[src/rtl/seq_mult16.sv]
`timescale 1ns/1ps
// -----------------------------------------------------------------------------
// seq_mult16
//   Iterative shift-add unsigned multiplier, 16x16 -> 32. It does not contain
//   its own adder. Each RUN cycle it sends the upper accumulator half and the
//   gated multiplicand to an external 16-bit carry-lookahead adder. It then
//   takes back the adder's sum and carry-out and shifts them into the partial
//   product register. A multiply always takes exactly 16 RUN cycles.
//
// Ports
//   clk      in   1   system clock, rising edge
//   rst_n    in   1   asynchronous active-low reset
//   start    in   1   request pulse, accepted only while ready=1 and flush=0
//   flush    in   1   synchronous abort of an in-flight multiply
//   mcand    in  16   multiplicand, sampled on the accepted start
//   mplier   in  16   multiplier, sampled on the accepted start
//   ready    out  1   IDLE or DONE: a new start is accepted
//   busy     out  1   iterating (RUN)
//   done     out  1   one-cycle pulse when product becomes valid
//   product  out 32   last completed result, held until the next completion
//   ovf      out  1   product[31:16] != 0, valid with product
//   add_a    out 16   adder operand A (upper accumulator half, 0 outside RUN)
//   add_b    out 16   adder operand B (mcand when lo[0]=1, 0 outside RUN)
//   add_sum  in  16   adder sum
//   add_c16  in   1   adder carry-out (adder carry-in is tied 0 externally)
// -----------------------------------------------------------------------------
module seq_mult16 #(
    parameter int WIDTH = 16
) (
    input  logic               clk,
    input  logic               rst_n,
    input  logic               start,
    input  logic               flush,
    input  logic [WIDTH-1:0]   mcand,
    input  logic [WIDTH-1:0]   mplier,
    output logic               ready,
    output logic               busy,
    output logic               done,
    output logic [2*WIDTH-1:0] product,
    output logic               ovf,
    output logic [WIDTH-1:0]   add_a,
    output logic [WIDTH-1:0]   add_b,
    input  logic [WIDTH-1:0]   add_sum,
    input  logic               add_c16
);

    // The external adder is fixed at 16 bits.
    generate
        if (WIDTH != 16) begin : g_bad_width
            $error("seq_mult16: only WIDTH=16 is supported");
        end
    endgenerate

    localparam int CW = $clog2(WIDTH);
    localparam logic [CW-1:0] LAST_COUNT = CW'(WIDTH - 1);

    typedef enum logic [1:0] {
        S_IDLE = 2'd0,
        S_RUN  = 2'd1,
        S_DONE = 2'd2
    } state_t;

    state_t               r_state;
    // Partial product {hi, lo}. The conceptual 33rd (carry) bit is always zero
    // after each shift. The live carry only exists on add_c16 within the
    // cycle, so that bit is not stored.
    logic [2*WIDTH-1:0]   r_p;
    logic [WIDTH-1:0]     r_mcand;
    logic [CW-1:0]        r_count;
    logic                 r_done;
    logic [2*WIDTH-1:0]   r_product;
    logic                 r_ovf;

    logic                 w_run;
    logic [WIDTH-1:0]     w_hi;
    logic [WIDTH-1:0]     w_lo;
    logic [2*WIDTH-1:0]   w_shift;

    assign w_run = (r_state == S_RUN);
    assign w_hi  = r_p[2*WIDTH-1:WIDTH];
    assign w_lo  = r_p[WIDTH-1:0];

    // Right shift of {carry, sum, lo} by one. The lo bit that was just
    // consumed drops out.
    assign w_shift = {add_c16, add_sum, w_lo[WIDTH-1:1]};

    // Adder operands are forced to zero outside RUN, so the shared adder does
    // not toggle while this unit is idle.
    genvar gi;
    generate
        for (gi = 0; gi < WIDTH; gi++) begin : g_operands
            assign add_a[gi] = w_run & w_hi[gi];
            assign add_b[gi] = w_run & w_lo[0] & r_mcand[gi];
        end
    endgenerate

    always_ff @(posedge clk or negedge rst_n) begin
        if (!rst_n) begin
            r_state   <= S_IDLE;
            r_p       <= '0;
            r_mcand   <= '0;
            r_count   <= '0;
            r_done    <= 1'b0;
            r_product <= '0;
            r_ovf     <= 1'b0;
        end else begin
            r_done <= 1'b0;
            case (r_state)
                S_IDLE, S_DONE: begin
                    // flush has priority: a start that arrives with flush is dropped
                    if (start && !flush) begin
                        r_mcand <= mcand;
                        r_p     <= {{WIDTH{1'b0}}, mplier};
                        r_count <= '0;
                        r_state <= S_RUN;
                    end
                end
                S_RUN: begin
                    if (flush) begin
                        r_state <= S_IDLE;
                    end else begin
                        r_p     <= w_shift;
                        r_count <= r_count + 1'b1;
                        if (r_count == LAST_COUNT) begin
                            r_state   <= S_DONE;
                            r_done    <= 1'b1;
                            r_product <= w_shift;
                            r_ovf     <= |w_shift[2*WIDTH-1:WIDTH];
                        end
                    end
                end
                default: r_state <= S_IDLE;
            endcase
        end
    end

    assign ready   = (r_state != S_RUN);
    assign busy    = w_run;
    assign done    = r_done;
    assign product = r_product;
    assign ovf     = r_ovf;

endmodule
[config.mk]
export PLATFORM = sky130hd
export DESIGN_NAME = seq_mult16
export DESIGN_NICKNAME = d
export VERILOG_FILES = /design/src/rtl/seq_mult16.sv
export SDC_FILE = /design/constraint.sdc
export NUM_CORES = 1
export LEC_CHECK = 0
export ABC_AREA = 0
export CAP_MARGIN = 20
export CORE_AREA = 2 2 73 144
export CTS_BUF_LIST = sky130_fd_sc_hd__clkbuf_8 sky130_fd_sc_hd__clkbuf_16
export CTS_CLUSTER_DIAMETER = 100
export DETAILED_ROUTE_END_ITERATION = 8
export DIE_AREA = 0 0 75 146
export MAX_ROUTING_LAYER = met4
export PLACE_DENSITY = 0.69
export SLEW_MARGIN = 20
export SYNTH_ARGS = -nofsm -noshare
export SYNTH_HDL_FRONTEND = slang
export SYNTH_SLANG_ARGS = --single-unit
[constraint.sdc]
create_clock -name clk -period 4.7 [get_ports clk]
set_input_delay 0.705 -clock clk [delete_from_list [all_inputs] [get_ports clk]]
set_output_delay 0.705 -clock clk [all_outputs]
set_load 0.02 [all_outputs]
==> results.json <==
{
  "maxSlewViolCount": 0,
  "grt_util_all_layers_pct": 18.4,
  "finalSetupViolations": 0,
  "worstRegToRegCells": 5,
  "crit_fanout": 37,
  "worst_ep_required_time_ns": 3.99,
  "finClkSkew_ns": 0.00899,
  "timing.rr.end": "r_p[8]",
  "power_leakage_nw": 2.44,
  "die_area_sq_um": 11000,
  "p_total_mw": 2.03,
  "post-synth-top-count-cell": "sky130_fd_sc_hd__dfrtp_1",
  "die_w_um": 75,
  "min_path_type": "in2async",
  "rrSetupSlack_ns": 2.02,
  "grt_start_max_net_pins": 89,
  "number_of_vias_after_detailed_routing": 2652,
  "ys.flop_type": "sky130_fd_sc_hd__dfrtp_1",
  "synth_top_area_cell": "sky130_fd_sc_hd__dfrtp_1",
  "htreeDepth": 3,
  "crit-reg2reg-launch": "r_state[1]",
  "synthesized_cell_area_sq_um": 3860,
  "fin_tns_setup_ns": 0,
  "multi_input_area_sq_um": 1560,
  "ir_drop_v": 0.000235,
  "core_sq_um": 9760,
  "number_of_distinct_standard_cells_referenced_by_the_synthesized_netlist": 30,
  "post-synth-top-area-fraction_pct": 57.1,
  "max_slew_margin_pct": 34.2,
  "place_hpwl_um": 6410,
  "holdBufCountCts": 0,
  "seq_area_sq_um": 2200,
  "synthCells": 280,
  "globalplace.congestion": 0.758,
  "number_of_setup_buffers_added_after_cts": 0,
  "die_y_um": 146,
  "grt_pass1_wl_um": 14800,
  "rsz_0062_raised_after_global_routing": "no",
  "drc_errors": 0,
  "numCtsBuffers": 9,
  "ios": 121,
  "drv_cap": 0,
  "final_util_pct": 55.6,
  "cts_tree": "built",
  "number_of_nets_with_antenna_violations_after_routing": 0,
  "synth-edff-count": 0,
  "timing.final.ws_setup_ns": 1.12,
  "cts.sinks": 88,
  "rows": 51,
  "via_count_of_the_first_global_routing_pass": 2876,
  "port-buffer-count": 120,
  "firstDrtPassIters": 4,
  "post_cts_resize_count": 0,
  "report.final.hold_viol_count": 0,
  "instances_no_fill": 534,
  "timing.fmax_mhz": 279,
  "clk_root_buffer_cell": "sky130_fd_sc_hd__clkbuf_16",
  "areaGrowthSynthToFinish_pct": 40.5,
  "grt-ovfl-total": 0,
  "clk_path_buf_depth": 2,
  "clock_latency_on_the_worst_skew_pair_ns": 0.34,
  "setup.worst_path.class": "reg2out",
  "routed_wl_um": 9120,
  "run_status": "complete, no violations",
  "fin_nets": 450,
  "pwr_density_nw_per_um2": 374,
  "route.detailed.wl_per_inst_um": 17.1,
  "synthesis.nets": 334,
  "synth-seq-area-share_pct": 57.1,
  "path_clk_slew_ns": 0.06,
  "fillers": 822,
  "max_slew.worst_pin.slew_ns": 0.984,
  "routed_via_density": 4.97,
  "number_of_antenna_violations_at_the_first_check_in_global_routing": 1,
  "start_kind": "flop",
  "synth-warning-count": 0,
  "synth.ff_latch_count": 88,
  "asyncSetResetFlopFracSynth_pct": 100,
  "period_minus_slack_ns": 3.58,
  "timing.critical_path.to_type": "output pin",
  "drt-initial-drc-count": 114,
  "synth.avg_cell_area_sq_um": 13.8,
  "dp_worst_setup_slack_ns": 1.34,
  "synth_top_cells_by_count": "88 x sky130_fd_sc_hd__dfrtp_1, 79 x sky130_fd_sc_hd__mux2_2, 18 x sky130_fd_sc_hd__a21o_1, 18 x sky130_fd_sc_hd__nor3b_1",
  "critical_path_at_ns": 2.88,
  "timing.final.crit_share_pct": 76.2,
  "place_inst": 517,
  "share_of_post_route_cells_with_drive_strength_above_1_pct": 25.2,
  "synth_top_cells_by_area": "sky130_fd_sc_hd__dfrtp_1 57%, sky130_fd_sc_hd__mux2_2 23%, sky130_fd_sc_hd__a21o_1 3.5%",
  "floorplan.initialDensity_pct": 39.5
}
[registers in the layout, summed over array words and instances (netlist names)]
name,cells
done,1
r_mcand,16
ovf,1
r_p,32
product,32
r_state,2
r_count,4
[worst max-delay path, cell delays in order, from the launching register on]
cell	delay, ns
sky130_fd_sc_hd__dfrtp_1	0.40
sky130_fd_sc_hd__nand2b_2	0.48
sky130_fd_sc_hd__clkinv_1	0.45
sky130_fd_sc_hd__buf_4	0.40
sky130_fd_sc_hd__and3_1	0.24
sky130_fd_sc_hd__clkdlybuf4s50_1	0.57
[cells in the final DEF, fill, tap and decap left out, drive strengths merged, types with 3 or more instances in the layout]
master	synthesis	layout
and3	16	16
clkbuf	6	10
and2	16	16
nor4	4	4
nor2	3	3
nor3b	18	18
a21o	18	18
mux2	81	81
clkinv	0	3
buf	11	3
clkdlybuf4s50	0	119
inv	2	4
dfrtp	88	88
[stage by stage]
stage	cell area, sq um	hold slack (ns)
final	5420	0.437
after global routing	5420	0.486
after CTS	5420	0.471
after detailed placement	5150	0.458
after global placement	5150	0.454
after floorplan	3860	0.409
[area by class of cell]
type                            instances  area share [%]
Timing Repair Buffer                  122            22.4
Sequential cell                        88            40.6
Clock buffer                           10            4.41
Inverter                                2           0.138
Clock inverter                          6           0.531
Multi-Input combinational cell        173            28.8
Antenna cell                            1          0.0461
Tap cell                              132            3.04
[routing by layer]
metal / GRT usage [%] / wire length [um]
met1: 21.1 / 3520
met2: 30.2 / 5110
met3: 3.60 / 278
met4: 8.04 / 214
met5: - / 0
[worst max-delay path by stage]
stage	end	cells past startpoint	startpoint	slack [ns]
after CTS	add_b[0]	5	r_state[1]	1.12
after global routing	add_b[0]	5	r_state[1]	0.95
after global placement	product[20]	4	flush	1.40
after floorplan	add_a[10]	5	r_state[1]	2.42
final	add_b[0]	5	r_state[1]	1.12
after detailed placement	product[14]	4	flush	1.34
[cells by family (layout without fill, tap and decap cells)]
| logic type | Yosys count | count (layout) | synth area share, % |
|---|---|---|---|
| xor+xnor | 1 | 1 | 0.227 |
| fa+ha+maj | 1 | 1 | 0.324 |
| compound gates | 24 | 24 | 4.73 |
| mux | 81 | 81 | 23.6 |
| other cells | 0 | 1 | 0 |
| simple gates | 66 | 66 | 11.5 |
| buf+inv | 19 | 140 | 2.50 |
| flops | 88 | 88 | 57.1 |
[where the power goes]
| group | internal [mW] | switching, mW |
|---|---|---|
| combinational | 0.242 | 0.179 |
| sequential | 0.882 | 0.0881 |
| clock | 0.365 | 0.274 |
No activity file was read; power rests on OpenSTA's default activity.
